## src/rtl/accbuf_drain.sv

```systemverilog
// accbuf_drain: reader side of a measurement accumulator buffer.
// Pulls complete x/y word pairs out of the dpram as the writer lands them.
// Each pair goes out as one {y,x} beat on a valid/ready stream, with m_last on the final pair.
module accbuf_drain #(
  parameter int DW     = 32,
  parameter int AW     = 12,
  parameter int RDLAT  = 2,
  parameter int FDEPTH = 4
) (
  input  logic            clk,
  input  logic            reset_n,
  input  logic            start,
  input  logic [AW-2:0]   npairs,
  input  logic [AW:0]     wr_addr,
  output logic [AW-1:0]   rd_addr,
  output logic            rd_en,
  input  logic [DW-1:0]   rd_data,
  output logic [2*DW-1:0] m_data,
  output logic            m_valid,
  input  logic            m_ready,
  output logic            m_last,
  output logic            done,
  output logic            ovf
);

  localparam int PW = $clog2(FDEPTH);
  localparam int CW = PW + 1;
  localparam logic [AW:0] TWO_WORDS = 2;

  typedef enum logic [2:0] {IDLE, RUN, RD_X, RD_Y, DRAIN} state_t;

  state_t state, state_next;

  logic [AW:0]     rp;
  logic [AW-1:0]   pc;
  logic [AW-1:0]   issued;
  logic [AW-1:0]   npairs_r;
  logic [CW-1:0]   cr;
  logic [CW-1:0]   fcount;
  logic [PW-1:0]   wptr;
  logic [PW-1:0]   rptr;
  logic [2*DW-1:0] fmem [FDEPTH];
  logic [RDLAT-1:0] tag_v;
  logic [RDLAT-1:0] tag_y;
  logic [DW-1:0]   x_hold;

  logic [AW:0]     rp_eff;
  logic            avail;
  logic            eligible;
  logic            ovf_set;
  logic            rd_start;
  logic            accept;
  logic            out_free;
  logic            push;
  logic            pop;
  logic            bypass;
  logic            fifo_wr;
  logic            drain_done;
  logic [2*DW-1:0] push_data;

  // In RD_Y the odd word is being issued now, so look one word ahead for back-to-back pairs.
  assign rp_eff     = (state == RD_Y) ? rp + 1'b1 : rp;
  assign avail      = (wr_addr >= rp_eff) && ((wr_addr - rp_eff) >= TWO_WORDS);
  assign eligible   = avail && (cr != '0) && (issued < npairs_r);
  assign ovf_set    = !start && (wr_addr < rp);
  assign rd_start   = (state_next == RD_X);
  assign accept     = m_valid && m_ready;
  assign out_free   = !m_valid || m_ready;
  assign push       = tag_v[RDLAT-1] && tag_y[RDLAT-1];
  assign push_data  = {rd_data, x_hold};
  assign pop        = out_free && (fcount != '0);
  assign bypass     = out_free && (fcount == '0) && push;
  assign fifo_wr    = push && !bypass;
  assign drain_done = (pc == npairs_r) && !m_valid && (fcount == '0);
  assign m_last     = m_valid && (pc == npairs_r - 1'b1);

  // State register.
  always_ff @(posedge clk or negedge reset_n) begin
    if (!reset_n) state <= IDLE;
    else          state <= state_next;
  end

  // Next-state decision: start wins, then an overflow aborts, then normal pair sequencing.
  always_comb begin
    state_next = state;
    if (start) begin
      state_next = RUN;
    end else if (ovf_set) begin
      state_next = IDLE;
    end else begin
      case (state)
        IDLE:    state_next = IDLE;
        RUN:     if (eligible) state_next = RD_X;
        RD_X:    state_next = RD_Y;
        RD_Y: begin
          if (issued == npairs_r) state_next = DRAIN;
          else if (eligible)      state_next = RD_X;
          else                    state_next = RUN;
        end
        DRAIN:   if (drain_done) state_next = IDLE;
        default: state_next = IDLE;
      endcase
    end
  end

  // Read port drive: one word per clock while in the two read states.
  always_comb begin
    rd_en   = 1'b0;
    rd_addr = '0;
    if ((state == RD_X) || (state == RD_Y)) begin
      rd_en   = 1'b1;
      rd_addr = rp[AW-1:0];
    end
  end

  // Run bookkeeping: pointers, pair counts, credits and the done/ovf flags.
  always_ff @(posedge clk or negedge reset_n) begin
    if (!reset_n) begin
      rp       <= '0;
      pc       <= '0;
      issued   <= '0;
      npairs_r <= '0;
      cr       <= CW'(FDEPTH);
      done     <= 1'b0;
      ovf      <= 1'b0;
    end else if (start) begin
      rp       <= '0;
      pc       <= '0;
      issued   <= '0;
      npairs_r <= (npairs == '0) ? {1'b1, {(AW-1){1'b0}}} : {1'b0, npairs};
      cr       <= CW'(FDEPTH);
      done     <= 1'b0;
      ovf      <= 1'b0;
    end else begin
      if (rd_en)    rp     <= rp + 1'b1;
      if (rd_start) issued <= issued + 1'b1;
      if (accept)   pc     <= pc + 1'b1;
      case ({rd_start, accept})
        2'b10:   cr <= cr - 1'b1;
        2'b01:   cr <= cr + 1'b1;
        default: cr <= cr;
      endcase
      if (ovf_set) ovf <= 1'b1;
      if ((state == DRAIN) && drain_done && !ovf_set) done <= 1'b1;
    end
  end

  // Return path: tags follow each read through the dpram latency; x waits for its y.
  always_ff @(posedge clk or negedge reset_n) begin
    if (!reset_n) begin
      tag_v  <= '0;
      tag_y  <= '0;
      x_hold <= '0;
    end else if (start) begin
      tag_v  <= '0;
      tag_y  <= '0;
      x_hold <= '0;
    end else begin
      tag_v[0] <= rd_en;
      tag_y[0] <= (state == RD_Y);
      for (int i = 1; i < RDLAT; i++) begin
        tag_v[i] <= tag_v[i-1];
        tag_y[i] <= tag_y[i-1];
      end
      if (tag_v[RDLAT-1] && !tag_y[RDLAT-1]) x_hold <= rd_data;
    end
  end

  // Pair FIFO with a registered output stage; an empty FIFO lets a fresh pair go straight out.
  always_ff @(posedge clk or negedge reset_n) begin
    if (!reset_n) begin
      for (int i = 0; i < FDEPTH; i++) fmem[i] <= '0;
      wptr    <= '0;
      rptr    <= '0;
      fcount  <= '0;
      m_data  <= '0;
      m_valid <= 1'b0;
    end else if (start) begin
      wptr    <= '0;
      rptr    <= '0;
      fcount  <= '0;
      m_data  <= '0;
      m_valid <= 1'b0;
    end else begin
      if (fifo_wr) begin
        fmem[wptr] <= push_data;
        wptr       <= wptr + 1'b1;
      end
      if (pop) begin
        m_data  <= fmem[rptr];
        m_valid <= 1'b1;
        rptr    <= rptr + 1'b1;
      end else if (bypass) begin
        m_data  <= push_data;
        m_valid <= 1'b1;
      end else if (out_free) begin
        m_valid <= 1'b0;
      end
      case ({fifo_wr, pop})
        2'b10:   fcount <= fcount + 1'b1;
        2'b01:   fcount <= fcount - 1'b1;
        default: fcount <= fcount;
      endcase
    end
  end

endmodule

```

## config.mk

```make
export PLATFORM = sky130hd
export DESIGN_NAME = accbuf_drain
export DESIGN_NICKNAME = d
export VERILOG_FILES = /design/src/rtl/accbuf_drain.sv
export SDC_FILE = /design/constraint.sdc
export NUM_CORES = 1
export LEC_CHECK = 0
export BUFFER_PORTS_ARGS = -buffer_cell sky130_fd_sc_hd__buf_2
export CELL_PAD_IN_SITES_DETAIL_PLACEMENT = 0
export CELL_PAD_IN_SITES_GLOBAL_PLACEMENT = 1
export CORE_MARGIN = 2
export CORE_UTILIZATION = 54
export DETAILED_ROUTE_END_ITERATION = 10
export PLACE_DENSITY_LB_ADDON = 0.25
export REMOVE_ABC_BUFFERS = 1
export SLEW_MARGIN = 0
export SYNTH_ARGS = -nofsm -noshare
export SYNTH_HDL_FRONTEND = slang
export SYNTH_SLANG_ARGS = --single-unit
```

## constraint.sdc

```tcl
create_clock -name clk -period 13.97 [get_ports clk]
set_input_delay 1.397 -clock clk [delete_from_list [all_inputs] [get_ports clk]]
set_output_delay 1.397 -clock clk [all_outputs]
set_load 0.01 [all_outputs]
```

; Word level (Yosys, flattened, before mapping)
; Cells that the tools add are included.
[word_totals]
ramBits = 0
n_memories = 0
out_inout_bits = 81
latchBits = 0
mem_bits_ro = 0
wordCells = 140
reg_bits = 421
input_bits = 60
[classes]
eq_ne = 12
n_shift = 0
reduce_logical = 41
muxes = 46
div = 0
add_sub_neg = 11
magnitude_cmp = 7
mul = 0
bitwise = 3
[ops]
columns = op, count
row1 = 64-bit two-way mux, 6
row2 = 256-bit bitwise mux, 1
row3 = 64-bit binary-select mux with 2-bit select, 1
row4 = 64-bit demux with 2-bit select, 1
row5 = 12-bit two-way mux, 6
row6 = 32-bit two-way mux, 2
row7 = 13-bit two-way mux, 3
row8 = 12-bit equality test, 3
row9 = "12-bit by 1-bit adder with 12-bit output, second input constant", 2
row10 = 3-bit two-way mux, 7
row11 = 1-bit logical AND, 17
row12 = 2-bit nonzero test, 8
row13 = 3-bit nonzero test, 5
row14 = 2-bit two-way mux, 7
row15 = "13-bit by 1-bit adder with 13-bit output, second input constant", 1
row16 = 13-bit >= comparator, 1
row17 = "13-bit by 2-bit >= comparator with 1-bit output, second input constant", 1
row18 = 13-bit less-than comparator, 1
row19 = 13-bit subtractor, 1
row20 = 12-bit less-than comparator, 1
row21 = 3-bit case mux with 2 select lines, 2
row22 = 3-bit case mux with 4 select lines, 1
row23 = "12-bit by 1-bit subtractor with 12-bit output, second input constant", 1
row24 = 11-bit logical NOT, 1
row25 = other kinds (18), 40

; Logic depth before layout (Yosys ltp)
; Gate-level depths: netlist (run 1).
[depth]
depth_word = 16
mapped_depth = 21
ltp_nobuf = 21

; Worst setup path after synthesis (run 1)
; OpenSTA, ideal clock, no wires.
[synth_timing]
path_kind = input -> register
from = input port wr_addr[0]
to = register cr[1]
path_slack_ns = 9.259
path_stages = 14
required_ns = 13.869
arrival_time_ns = 4.611
n_path_buf = 0
setup_ns = 0.101
cell_sequence = inv_1 ha_1 fa_1 nand2b_1 a21boi_0 or4_1 nor4_1 nand4_1 or4_4 o21ai_2 nand2_1 clkinv_1 fa_1 o32ai_1
[synth_via]
elab_chain_len = 14
[synth_rtl]
columns = element, line
row1 = start: declaration, 14  ; input logic [AW:0] wr_addr,
row2 = 13-bit subtractor, 63  ; assign avail = (wr_addr >= rp_eff) && ((wr_addr - rp_eff) >= TWO_WORDS);
row3 = 13-bit by 2-bit >= comparator with 1-bit output, 63
row4 = 1-bit logical AND, 63
row5 = 1-bit logical AND (2 in a row), 64  ; assign eligible = avail && (cr != '0) && (issued < npairs_r);
row6 = 2-bit two-way mux, 97  ; else if (eligible) state_next = RD_X;
row7 = 3-bit two-way mux, 96  ; if (issued == npairs_r) state_next = DRAIN;
row8 = 3-bit case mux with 4 select lines, 91  ; case (state)
row9 = 3-bit two-way mux *, 88  ; end else if (ovf_set) begin
row10 = 3-bit two-way mux *, 86  ; if (start) begin
row11 = 3-bit by 2-bit equality test with 1-bit output *, 66  ; assign rd_start = (state_next == RD_X);
row12 = 2-bit by 1-bit equality test with 1-bit output / 2-bit equality test (equally long branches), 138  ; case ({rd_start, accept})
row13 = 3-bit case mux with 2 select lines, 138
row14 = 3-bit two-way mux, 126  ; end else if (start) begin
row15 = end signal: assignment, 139  ; 2'b10: cr <= cr - 1'b1;
row16 = end signal: assignment, 140  ; 2'b01: cr <= cr + 1'b1;
row17 = end signal: assignment, 141  ; default: cr <= cr;
row18 = end: declaration, 38  ; logic [CW-1:0] cr;
; Every way passes the cells marked *; elsewhere a longest branch is shown, timed or not.
; A chain may end at the register's enable or synchronous reset.

; Worst setup path in the final report (run 1)
[layout_timing]
from = register rp[0]
to = register cr[1]
[layout_via]
elab_chain_len = 16
[layout_rtl]
columns = element, line
row1 = start: declaration, 34  ; logic [AW:0] rp;
row2 = start signal: assignment, 135  ; if (rd_en) rp <= rp + 1'b1;
row3 = 13-bit by 1-bit adder with 13-bit output, 62  ; assign rp_eff = (state == RD_Y) ? rp + 1'b1 : rp;
row4 = 13-bit two-way mux, 62
row5 = 13-bit subtractor, 63
row6 = 13-bit by 2-bit >= comparator with 1-bit output, 63
row7 = 1-bit logical AND, 63
row8 = 1-bit logical AND (2 in a row), 64
row9 = 2-bit two-way mux, 97
row10 = 3-bit two-way mux, 96
row11 = 3-bit case mux with 4 select lines, 91
row12 = 3-bit two-way mux *, 88
row13 = 3-bit two-way mux *, 86
row14 = 3-bit by 2-bit equality test with 1-bit output *, 66
row15 = 2-bit by 1-bit equality test with 1-bit output / 2-bit equality test (equally long branches), 138
row16 = 3-bit case mux with 2 select lines, 138
row17 = 3-bit two-way mux, 126
; Marks and branches as above.

==> impl_summary.log, run 1 <==
INFO  metric place_congestion = between 0.8 and 0.9
INFO  metric p_clk_share = about a third
INFO  metric layout_setup_ws = ~8.5 ns
INFO  metric die_w = between 150 and 200 um
INFO  metric crit_path_start = rp[0]
INFO  metric fin_worst_skew = about 0.021 ns
INFO  metric worst_r2r_startpoint = rp[0]
INFO  metric antenna_found_initial = 1
INFO  metric rsz0062_at_grt = no
INFO  metric max-slew-margin-rel = 25.0%
INFO  metric final-setup-viol-count = 0
INFO  metric min_path_type = flop to flop
INFO  metric cts_resized = 0
INFO  metric outcome = finished, final reports clean
INFO  metric synth_seq_cells = 421
INFO  metric share_comb_of_total_power = a little under a quarter
INFO  metric p_seq_share = a little over two fifths
INFO  metric fillers = about 2,900
INFO  metric ys.flop_type = sky130_fd_sc_hd__dfrtp_1
INFO  metric detail_route.drc_violations = 0
INFO  metric r2r-end = cr[1]
INFO  metric regArea = 0.0105 sq mm
INFO  metric post-cts-setup-buffer-count = 0
INFO  metric worstPathMaxFanout = 13
INFO  metric die_area = around 0.039 sq mm
INFO  metric slew_violations = 0
INFO  metric avgRoutedWirePerCell = a little over 20 um
INFO  metric clock_latency = ~0.57 ns
INFO  metric synthesis.area_per_instance = between 10 and 15 sq um
INFO  metric register_to_register_setup_slack = 8.53 ns
INFO  metric worstSetupPathType = flop to flop
INFO  metric grt_max_degree = 133
INFO  metric crit_required = approximately 14 ns
INFO  metric power_switching_share = between 30% and 40%
INFO  metric post-place-ws = 8.53 ns
INFO  metric cts-root-buf = sky130_fd_sc_hd__clkbuf_16
INFO  metric sequential_element_share_of_the_synthesized_area = a little over half
INFO  metric timing_worst_slew_pin_value = between 1 and 1.5 ns
INFO  metric nets_finish = 1,808
INFO  metric via_count = around 13,000
INFO  metric critical-path-max-stage-delay = approximately 0.54 ns
INFO  metric dp_hpwl = 27,300 um
INFO  metric timing.critical_path.cells = ha_1 > and3_1 > nand3_1 > or3_1 > nor3_1 > nand2_1 > xnor2_1 > ha_1 > nor3b_1 > or4b_1 > nor4_1 > nand4_1 > or4_4 > o21ai_2 > nand2_1 > clkinv_1 > fa_1 > o32ai_1
INFO  metric die_height = 198 um
INFO  metric floorplan.rows = 70
INFO  metric design_power_total = between 3 and 4 mW
INFO  metric grt_first_pass_wirelength = between 70,000 and 80,000 um
INFO  metric synthesis.area = about 0.02 sq mm
INFO  metric global_route.overflow_total = 0
INFO  metric multi_input_area = ~0.009 sq mm
INFO  metric cts.hold.buffers_added = 0
INFO  metric cell_count_of_the_worst_reg_to_reg_path = 18
INFO  metric yosysWarnings = 0
INFO  metric worst_ep_arrival_time = 5.89 ns
INFO  metric crit_end = cr[1]
INFO  metric p_leak = roughly 11 nW
INFO  metric ios = between 100 and 150
INFO  metric commonest_non_fill_non_tap_cell_in_the_layout = sky130_fd_sc_hd__dfrtp_1
INFO  metric post_synth_inst_count = roughly 1,600
INFO  metric crit_path_launch_type = flop
INFO  metric core = 0.0368 sq mm
INFO  metric peakVddDrop = ~0.12 mV
INFO  metric max_freq = 184 MHz
INFO  metric detail_route.first_pass.iterations = 5
INFO  metric cp_num_buf_inv = 1
INFO  metric numCtsBuffers = 45
INFO  metric antenna_violating_nets_left = 0
INFO  metric final_hold_viol_count = 0
INFO  metric number_of_synthesized_flops_with_an_enable_pin = 0
INFO  metric critPathSlowestCell = sky130_fd_sc_hd__or4_4
INFO  metric post-route-min-period = roughly 5.4 ns
INFO  metric power.switching = 1.10 mW
INFO  metric async_reset_ff_share = between 90% and 100%
INFO  metric clkSlewWorstSetupHoldPaths = about 0.060 ns
INFO  metric share_of_cells_above_drive_strength_1 = around 33%
INFO  metric synthDistinctLibCells = 62
INFO  metric worst_case_clock_buffer_depth = 3
INFO  metric finalCritPeriodShare = about 39%
INFO  metric htree_levels = 2
INFO  metric cts_num_sinks = roughly 420
INFO  metric routed_wl = between 40,000 and 50,000 um
INFO  metric internal_power = around 2.3 mW
INFO  metric vias_in_the_first_global_route = 13,800
INFO  metric effective_utilization_at_floorplan = a little under three fifths
INFO  metric commonest_cells_after_routing_fill_and_taps_aside = sky130_fd_sc_hd__dfrtp_1 (418), sky130_fd_sc_hd__mux2_2 (256), sky130_fd_sc_hd__nor2_1 (141)
INFO  metric cp_num_cells = 18
INFO  metric drt_initial_violations = 628
INFO  metric worstSetupEndpointType = flop
INFO  metric power_dens_cells = between 100 and 150 mW/mm^2
INFO  metric final_core_utilization = 62.0%
INFO  metric route.detailed.vias_per_inst = between 5 and 6
INFO  metric drv_cap = 0
INFO  metric fin_tns_setup = 0 ns
INFO  metric io_buffer_count = 140
INFO  metric flow.area_growth_from_synthesis = 12.7%
INFO  metric path_delay_family = simple AND/OR/NAND/NOR gates
INFO  metric grt_util_all_layers = 24.2%
INFO  metric clock_tree_from_tritoncts = built
-- synthesized netlist by cell type (all sizes together) (3+ instances only) --
| cell | count | share of area (%) |
|---|---|---|
| mux4 | 64 | 7.1 |
| nor3 | 16 | 0.40 |
| o21a | 6 | 0.22 |
| fa | 3 | 0.30 |
| nor3b | 5 | 0.19 |
| nand2b | 5 | 0.15 |
| clkbuf | 84 | 1.6 |
| nand2 | 50 | 0.93 |
| dfrtp | 420 | 52 |
| ha | 45 | 2.8 |
| and3 | 15 | 0.46 |
| mux2 | 256 | 14 |
| xor2 | 26 | 1.1 |
| a211oi | 69 | 2.6 |
| buf | 13 | 0.26 |
| mux2i | 68 | 3.4 |
| a31oi | 6 | 0.19 |
| and2 | 4 | 0.12 |
| a22o | 32 | 1.4 |
| or4 | 5 | 0.20 |
| o31ai | 3 | 0.11 |
| nand3 | 19 | 0.47 |
| nor2 | 143 | 2.7 |
| a2111oi | 3 | 0.13 |
| o21ai | 37 | 0.93 |
| inv | 44 | 0.82 |
| nand4 | 17 | 0.53 |
| xnor2 | 38 | 1.6 |
| a21o | 4 | 0.15 |
| or3 | 11 | 0.34 |
| nor4 | 8 | 0.25 |
| nor2b | 9 | 0.28 |
| a21oi | 31 | 0.77 |
-- worst min-delay path by stage --
stage                   from        to  depth (start not counted)
floorplan           tag_v[0]  tag_v[1]                          1
global placement    state[2]  state[1]                          1
detailed placement  tag_v[0]  tag_v[1]                          1
CTS                 tag_y[0]  tag_y[1]                          1
global route        tag_y[0]  tag_y[1]                          1
finish              tag_y[0]  tag_y[1]                          1
-- through the flow --
step / cell area [sq um] / hold WS (ns) / std cells
2_1_floorplan: 19900 / 0.439 / 1495
3_3_place_gp: 21400 / 0.470 / 2121
3_5_place_dp: 21400 / 0.453 / 2121
4_1_cts: 22800 / 0.475 / 2203
5_1_grt: 22800 / 0.491 / 2203
6_report: 22800 / 0.478 / 2204
-- power groups by stage --
| stage | clock network [mW] | logic (mW) | registers (mW) |
|---|---|---|---|
| after global placement | 0 | 0.806 | 1.44 |
| after global routing | 1.25 | 0.896 | 1.44 |
| after floorplan | 0 | 0.548 | 1.48 |
| after CTS | 1.19 | 0.821 | 1.42 |
| final | 1.17 | 0.809 | 1.42 |
| after detailed placement | 0 | 0.815 | 1.44 |
-- final cells by class --
| type | count | share of cell area, % |
|---|---|---|
| sequential | 421 | 46.2 |
| multi-input combinational | 1029 | 40.4 |
| clock buffer | 61 | 5.59 |
| timing repair buffer | 158 | 3.72 |
| tap | 468 | 2.57 |
| clock inverter | 21 | 0.779 |
| inverter | 45 | 0.740 |
| antenna | 1 | 0.0110 |
-- sequential cells by signal, summed over array words and instances, names as in the netlist, 3 cells and up --
register	count
fmem	256
m_data	64
x_hold	32
rp	13
issued	12
npairs_r	12
pc	12
cr	3
fcount	3
state	3
-- cells by family (layout without fill, tap and decap cells) --
group,Yosys count,after routing,synth area share (%)
multiplexers,388,388,24.7
XOR/XNOR,64,64,2.77
flip-flops,421,421,52.0
adder cells (fa/ha/maj),48,48,3.08
AND/OR/NAND/NOR,316,316,7.36
other,0,1,0
AO/OA/AOI/OAI,213,213,7.42
buffers and inverters,142,285,2.65
-- routing by layer --
| layer | part of all wire, % | vias up | global-route usage, % |
|---|---|---|---|
| met4 | 1.8 | 0 | 5.65 |
| met5 | 0 | - | 0 |
| met3 | 4.1 | 65 | 4.37 |
| met1 | 45 | 6771 | 33.5 |
| met2 | 49 | 237 | 40.1 |
| li1 | - | 6031 | - |
-- worst register-to-register path, stage by stage (launching register included) --
cell,delay [ns]
sky130_fd_sc_hd__dfrtp_1,0.44
sky130_fd_sc_hd__ha_1,0.22
sky130_fd_sc_hd__and3_1,0.22
sky130_fd_sc_hd__nand3_1,0.14
sky130_fd_sc_hd__or3_1,0.38
sky130_fd_sc_hd__nor3_1,0.34
sky130_fd_sc_hd__nand2_1,0.12
sky130_fd_sc_hd__xnor2_1,0.14
sky130_fd_sc_hd__ha_1,0.36
sky130_fd_sc_hd__nor3b_1,0.17
sky130_fd_sc_hd__or4b_1,0.52
sky130_fd_sc_hd__nor4_1,0.28
sky130_fd_sc_hd__nand4_1,0.15
sky130_fd_sc_hd__or4_4,0.54
sky130_fd_sc_hd__o21ai_2,0.41
sky130_fd_sc_hd__nand2_1,0.14
sky130_fd_sc_hd__clkinv_1,0.09
sky130_fd_sc_hd__fa_1,0.40
sky130_fd_sc_hd__o32ai_1,0.26
(Power assumes the default switching activity.)
==> run 2, diff against run 1 <==
--- a/config.mk
+++ b/config.mk
@@ -9,7 +9,7 @@
 export CELL_PAD_IN_SITES_DETAIL_PLACEMENT = 0
 export CELL_PAD_IN_SITES_GLOBAL_PLACEMENT = 1
 export CORE_MARGIN = 2
-export CORE_UTILIZATION = 54
+export CORE_UTILIZATION = 45
 export DETAILED_ROUTE_END_ITERATION = 10
 export PLACE_DENSITY_LB_ADDON = 0.25
 export REMOVE_ABC_BUFFERS = 1
==> constraint.sdc (replaced) <==
create_clock -name clk -period 4.9 [get_ports clk]
set_input_delay 0.49 -clock clk [delete_from_list [all_inputs] [get_ports clk]]
set_output_delay 0.49 -clock clk [all_outputs]
set_load 0.01 [all_outputs]
==> run 2 against run 1 <==
Against the previous run: combinational power rose to 2.8 times the previous value; clock skew fell by 0.0043 ns; final area rose by 2.4%; core utilization fell by 9.3 points; worst setup slack got worse by 8.3 ns; non-clock buffer count rose by 13; sequential cell count did not move; register-to-register slack got worse by 8.3 ns; clock power rose to 3.1 times the previous value; global-route usage fell by 3.7 points; critical path type unchanged; critical endpoint unchanged; largest cell class unchanged; highest routed layer is now met5.
==> impl_summary.log, run 2 (synthesis gave the netlist of run 1 again) <==
INFO  metric worstSetupEndpointType = flop
INFO  metric routed_wl = 46,900 um (+2.7%)
INFO  metric fin_worst_skew = 0.0168 ns (-0.00428 ns)
INFO  metric global_route.overflow_total = 0 (unchanged)
INFO  metric max-slew-margin-rel = 33.1% (+8.1 points)
INFO  metric peakVddDrop = 0.347 mV (+180%)
INFO  metric avgRoutedWirePerCell = 20.0 um (-3.5%)
INFO  metric min_path_type = primary input to async pin
INFO  metric fin_tns_setup = 0 ns (unchanged)
INFO  metric crit_path_launch_type = flop
INFO  metric final-setup-viol-count = 0 (unchanged)
INFO  metric place_congestion = 0.859 (-1.3%)
INFO  metric die_w = 216 um (+9.4%)
INFO  metric cell_count_of_the_worst_reg_to_reg_path = 18 (unchanged)
INFO  metric die_area = 0.0467 sq mm (+20%)
INFO  metric cts_num_sinks = 421 (unchanged)
INFO  metric worst_ep_arrival_time = 5.14 ns (-0.75 ns)
INFO  metric worstSetupPathType = flop to flop
INFO  metric r2r-end = cr[1]
INFO  metric final_core_utilization = 52.7% (-9.3 points)
INFO  metric worst_r2r_startpoint = rp[1]
INFO  metric io_buffer_count = 140 (unchanged)
INFO  metric effective_utilization_at_floorplan = 45.7% (-9.4 points)
INFO  metric cts-root-buf = sky130_fd_sc_hd__clkbuf_16
INFO  metric die_height = 216 um (+9.4%)
INFO  metric share_of_cells_above_drive_strength_1 = 34.3% (+1.4 points)
INFO  metric antenna_found_initial = 3 (+2)
INFO  metric clkSlewWorstSetupHoldPaths = 0.06 ns (about the same)
INFO  metric nets_finish = 1,823 (+0.83%)
INFO  metric finalCritPeriodShare = 95.3% (+56 points)
INFO  metric final_hold_viol_count = 0 (unchanged)
INFO  metric final_cell_area = 0.0234 sq mm (+2.4%)
INFO  metric worstPathMaxFanout = 4 (-9)
INFO  metric clock_latency = 0.58 ns (about the same)
INFO  metric detail_route.drc_violations = 0 (unchanged)
INFO  metric max_freq = 214 MHz (+17%)
INFO  metric grt_max_degree = 122 (-8.3%)
INFO  metric flow.area_growth_from_synthesis = 15.3%
INFO  metric power_dens_cells = 429 mW/mm^2 (+190%)
INFO  metric via_count = 13,100 (-0.31%)
INFO  metric commonest_cells_after_routing_fill_and_taps_aside = sky130_fd_sc_hd__dfrtp_1 (417), sky130_fd_sc_hd__mux2_2 (256), sky130_fd_sc_hd__nor2_1 (141)
INFO  metric vias_in_the_first_global_route = 13,700 (-0.57%)
INFO  metric crit_required = 5.37 ns (-9.05 ns)
INFO  metric largest_register_ff_count = 256 (unchanged)
INFO  metric core = 0.0443 sq mm (+20%)
INFO  metric reg.largest.list = fmem (256), m_data (64), x_hold (32)
INFO  metric outcome = finished, final reports clean
INFO  metric drt_initial_violations = 686 (+9.2%)
INFO  metric timing_worst_slew_pin_value = 1.00 ns (-0.121 ns)
INFO  metric floorplan.rows = 77 (+10%)
INFO  metric worst_case_clock_buffer_depth = 3 (unchanged)
INFO  metric dp_hpwl = 28,500 um (+4.6%)
INFO  metric placed_area = 0.0217 sq mm (+1.4%)
INFO  metric register_to_register_setup_slack = 0.23 ns (-8.30 ns)
INFO  metric slew_violations = 0 (unchanged)
INFO  metric p_leak = 11.0 nW (+1.3%)
INFO  metric clock_tree_from_tritoncts = built
INFO  metric registers.top_by_ff_count = fmem
INFO  metric grt_first_pass_wirelength = 76,400 um (+1.9%)
INFO  metric route.detailed.vias_per_inst = 5.57 (-6.3%)
INFO  metric commonest_non_fill_non_tap_cell_in_the_layout = sky130_fd_sc_hd__dfrtp_1
INFO  metric detail_route.first_pass.iterations = 5 (unchanged)
INFO  metric ios = 141 (unchanged)
INFO  metric grt_util_all_layers = 20.5% (-3.7 points)
INFO  metric drv_cap = 0 (unchanged)
INFO  metric post-route-min-period = 4.67 ns (-0.774 ns)
INFO  metric antenna_violating_nets_left = 0 (unchanged)
INFO  metric numCtsBuffers = 47 (+4.4%)
INFO  metric htree_levels = 2 (unchanged)
run 2: worst max-delay path by stage:
stage | to | cells after the start | from
floorplan | m_data[0] | 3 | m_valid
global placement | cr[1] | 18 | rp[1]
detailed placement | cr[1] | 18 | rp[1]
CTS | cr[1] | 18 | rp[1]
global route | cr[1] | 19 | rp[0]
finish | cr[1] | 18 | rp[1]
run 2: layer usage:
layer  vias to the layer above  share of wire [%]  track usage (%)  wire length [um]
met4                         2                2.0             5.80               946
li1                       6072                  -                -                 -
met5                         -              0.026                0                12
met3                        63                4.2             3.38              1970
met2                       208                 48             33.4             22300
met1                      6718                 46             28.6             21600
run 2: repair_timing:
action                     CTS  global route
hold endpoints to repair     0             0
buffers inserted             0             1
resized for setup            0            17
setup endpoints to repair    0             5
hold buffers                 0             0
run 2: layout make-up:
cell class | instances | area, sq um
diodes | 2 | 5.00
multi-input cells | 1029 | 9310
repair buffers | 171 | 983
clock inverters | 15 | 198
inverters | 45 | 169
well taps | 592 | 741
flip-flops and latches | 421 | 10500
clock buffers | 70 | 1400
fillers | 3854 | 21000
run 2: power breakdown:
part	switching, mW	total, mW	internal (mW)
Sequential	0.349	4.11	3.76
Combinational	1.37	2.30	0.929
Clock	1.43	3.62	2.19
run 2: stage by stage:
| stage | std cells | hold WS, ns | setup WS (ns) | power, mW |
|---|---|---|---|---|
| after floorplan | 1495 | 0.194 | -0.851 | 5.64 |
| after global placement | 2257 | 0.449 | 0.122 | 6.48 |
| after detailed placement | 2257 | 0.451 | 0.101 | 6.51 |
| after CTS | 2342 | 0.0582 | 0.0645 | 10.2 |
| after global routing | 2343 | 0.0975 | -0.0130 | 10.6 |
| final | 2345 | 0.0214 | 0.230 | 10.0 |
run 2: critical path, stage by stage, from the launching register on:
cell                       delay (ns)
sky130_fd_sc_hd__dfrtp_2         0.41
sky130_fd_sc_hd__ha_4            0.15
sky130_fd_sc_hd__and3_4          0.19
sky130_fd_sc_hd__nand3_2         0.10
sky130_fd_sc_hd__or3_4           0.37
sky130_fd_sc_hd__nor3_2          0.14
sky130_fd_sc_hd__nand2_1         0.09
sky130_fd_sc_hd__xnor2_1         0.14
sky130_fd_sc_hd__ha_1            0.32
sky130_fd_sc_hd__nor3b_1         0.15
sky130_fd_sc_hd__or4b_1          0.55
sky130_fd_sc_hd__nor4_2          0.26
sky130_fd_sc_hd__nand4_1         0.13
sky130_fd_sc_hd__or4_4           0.53
sky130_fd_sc_hd__o21ai_2         0.16
sky130_fd_sc_hd__nand2_1         0.09
sky130_fd_sc_hd__clkinv_1        0.09
sky130_fd_sc_hd__fa_2            0.43
sky130_fd_sc_hd__o32ai_1         0.26
==> run 3, diff against run 2 <==
==> constraint.sdc (replaced) <==
create_clock -name clk -period 4.9 [get_ports clk]
set_input_delay 0 -clock clk [delete_from_list [all_inputs] [get_ports clk]]
set_output_delay 0 -clock clk [all_outputs]
set_load 0.01 [all_outputs]
==> run 3 against run 2 <==
Against the previous run: clock skew grew 0.0055 ns; wire length grew 0.60%; critical path type unchanged; total power rose by 0.77%; count of clock-buffer cells in the layout decreased by 3; register-to-register slack worse by 0.02 ns; sequential cell count is the same; sequential power about the same; clock power is 1% higher.
==> impl_summary.log, run 3 (synthesis gave the netlist of run 1 again) <==
INFO  metric clock_tree_from_tritoncts = built
INFO  metric commonest_non_fill_non_tap_cell_in_the_layout = sky130_fd_sc_hd__dfrtp_1
INFO  metric cts-root-buf = sky130_fd_sc_hd__clkbuf_16
INFO  metric fin_worst_skew = 0.0224 ns (+0.00553 ns)
INFO  metric grt_first_pass_wirelength = 76,800 um (+0.47%)
INFO  metric flow.area_growth_from_synthesis = 17.5%
INFO  metric worstPathMaxFanout = 4 (unchanged)
INFO  metric dp_hpwl = 27,900 um (-2.0%)
INFO  metric core = 0.0443 sq mm (unchanged)
INFO  metric antenna_violating_nets_left = 0 (unchanged)
INFO  metric crit_path_launch_type = flop
INFO  metric clock_latency = 0.58 ns (about the same)
INFO  metric layout_setup_ws = 0.211 ns (-0.0188 ns)
INFO  metric finalCritPeriodShare = 95.7% (+0.38 points)
INFO  metric power_dens_cells = 425 mW/mm^2 (-1.1%)
INFO  metric fin_hold_ws = 0.0384 ns (+0.0170 ns)
INFO  metric effective_utilization_at_floorplan = 45.7% (unchanged)
INFO  metric p_leak = 11.2 nW (+1.7%)
INFO  metric regArea = 0.0105 sq mm (about the same)
INFO  metric worst_ep_arrival_time = 5.16 ns (+0.02 ns)
INFO  metric vias_in_the_first_global_route = 13,800 (+1.0%)
INFO  metric die_area = 0.0467 sq mm (unchanged)
INFO  metric worst_case_clock_buffer_depth = 3 (unchanged)
INFO  metric post-route-min-period = 4.69 ns (+0.0188 ns)
INFO  metric post-place-ws = 0.0745 ns (-0.0263 ns)
INFO  metric via_count = 13,300 (+1.6%)
INFO  metric timing_worst_slew_pin_value = 1.13 ns (+0.124 ns)
INFO  metric antenna_found_initial = 4 (+1)
INFO  metric final_hold_viol_count = 0 (unchanged)
INFO  metric final_core_utilization = 53.7% (+0.99 points)
INFO  metric drt_initial_violations = 744 (+8.5%)
INFO  metric max_freq = 213 MHz (-0.40%)
INFO  metric cts_num_sinks = 421 (unchanged)
INFO  metric place_congestion = 0.853 (-0.72%)
INFO  metric htree_levels = 2 (unchanged)
INFO  metric route.detailed.vias_per_inst = 5.56 (-0.19%)
INFO  metric final-setup-viol-count = 0 (unchanged)
INFO  metric largest_register_ff_count = 256 (unchanged)
INFO  metric avgRoutedWirePerCell = 19.8 um (-1.2%)
INFO  metric cell_count_of_the_worst_reg_to_reg_path = 18 (unchanged)
INFO  metric die_w = 216 um (unchanged)
INFO  metric share_of_cells_above_drive_strength_1 = 33.0% (-1.3 points)
INFO  metric registers.top_by_ff_count = fmem
INFO  metric floorplan.rows = 77 (unchanged)
INFO  metric fin_tns_setup = 0 ns (unchanged)
INFO  metric peakVddDrop = 0.371 mV (+7.0%)
INFO  metric global_route.overflow_total = 0 (unchanged)
INFO  metric grt_util_all_layers = 20.5% (about the same)
INFO  metric multi_input_area = 0.00933 sq mm (+0.17%)
INFO  metric max-slew-margin-rel = 24.2% (-8.9 points)
INFO  metric routed_wl = 47,200 um (+0.60%)
INFO  metric slew_violations = 0 (unchanged)
INFO  metric outcome = finished, final reports clean
INFO  metric worstSetupPathType = flop to flop
INFO  metric crit_required = 5.37 ns (about the same)
INFO  metric detail_route.first_pass.iterations = 4 (-1)
INFO  metric die_height = 216 um (unchanged)
INFO  metric nets_finish = 1,864 (+2.2%)
INFO  metric fillers = 3,844 (-0.26%)
INFO  metric numCtsBuffers = 46 (-2.1%)
INFO  metric drv_cap = 0 (unchanged)
INFO  metric reg.largest.list = fmem (256), m_data (64), x_hold (32)
INFO  metric clkSlewWorstSetupHoldPaths = 0.06 ns (about the same)
INFO  metric grt_max_degree = 126 (+3.3%)
INFO  metric worstSetupEndpointType = flop
INFO  metric detail_route.drc_violations = 0 (unchanged)
INFO  metric io_buffer_count = 140 (unchanged)
INFO  metric commonest_cells_after_routing_fill_and_taps_aside = sky130_fd_sc_hd__dfrtp_1 (418), sky130_fd_sc_hd__mux2_2 (256), sky130_fd_sc_hd__nor2_1 (141)
INFO  metric ios = 141 (unchanged)
INFO  metric min_path_type = primary input to async pin
run 3: changes by cell type in the layout (fill, tap and decap cells not counted), sizes merged:
cell         change
diode            +1
dlygate4sd3     +46
clkinvlp         -2
buf              -4
bufinv           +3
inv              +1
clkbuf           -3
run 3: worst paths after layout:
kind	startpoint	slack, ns	endpoint
worst max-delay path	rp[1]	0.21	cr[1]
worst min-delay path	reset_n	0.04	rp[3]
worst max register to register	rp[1]	0.21	cr[1]
worst min register to register	tag_v[0]	0.48	tag_v[1]
max in group asynchronous	reset_n	3.39	pc[0]
min in group clk	npairs[3]	0.19	npairs_r[3]
run 3: metrics by stage:
stage | std cells | power, mW | instance area (sq um)
global route | 2387 | 10.6 | 23800
CTS | 2383 | 10.2 | 23700
global placement | 2253 | 6.48 | 21600
finish | 2387 | 10.1 | 23800
floorplan | 1495 | 5.64 | 19900
detailed placement | 2253 | 6.49 | 21600
run 3: layer usage:
layer  vias to the layer above  global-route usage (%)  share of wire, %
li1                       6150                       -                 -
met1                      6861                    28.6                47
met2                       193                    33.9                48
met3                        66                    2.95               3.3
met4                         2                    5.41               1.9
met5                         -                       0             0.032
run 3: critical path, cell delays in order, from the launching register on:
cell and delay, ns:
sky130_fd_sc_hd__dfrtp_1 0.41, sky130_fd_sc_hd__ha_4 0.16, sky130_fd_sc_hd__and3_4 0.20, sky130_fd_sc_hd__nand3_2 0.10, sky130_fd_sc_hd__or3_4 0.37, sky130_fd_sc_hd__nor3_4 0.13
sky130_fd_sc_hd__nand2_1 0.08, sky130_fd_sc_hd__xnor2_1 0.14, sky130_fd_sc_hd__ha_1 0.32, sky130_fd_sc_hd__nor3b_1 0.15, sky130_fd_sc_hd__or4b_4 0.52, sky130_fd_sc_hd__nor4_2 0.25
sky130_fd_sc_hd__nand4_1 0.14, sky130_fd_sc_hd__or4_4 0.58, sky130_fd_sc_hd__o21ai_4 0.15, sky130_fd_sc_hd__nand2_1 0.09, sky130_fd_sc_hd__clkinv_1 0.09, sky130_fd_sc_hd__fa_2 0.43
sky130_fd_sc_hd__o32ai_2 0.25
run 3: power by group:
part | leakage, nW | switching [mW] | internal (mW)
Clock | 0.778 | 1.44 | 2.23
Sequential | 5.80 | 0.327 | 3.76
Combinational | 4.64 | 1.40 | 0.953
run 3: repair_timing:
action                                 CTS  global route
hold buffers                            46             0
gates resized for setup                  0            18
setup endpoints to repair                0             3
setup buffers                            0             1
endpoints found under the hold margin  319             0
run 3: final cells by class:
class	instances	area share [%]
clock inverters	17	1.18
multi-input cells	1029	39.2
repair buffers	213	5.94
well taps	592	3.11
diodes	3	0.0315
clock buffers	67	5.51
inverters	45	0.710
flip-flops and latches	421	44.3
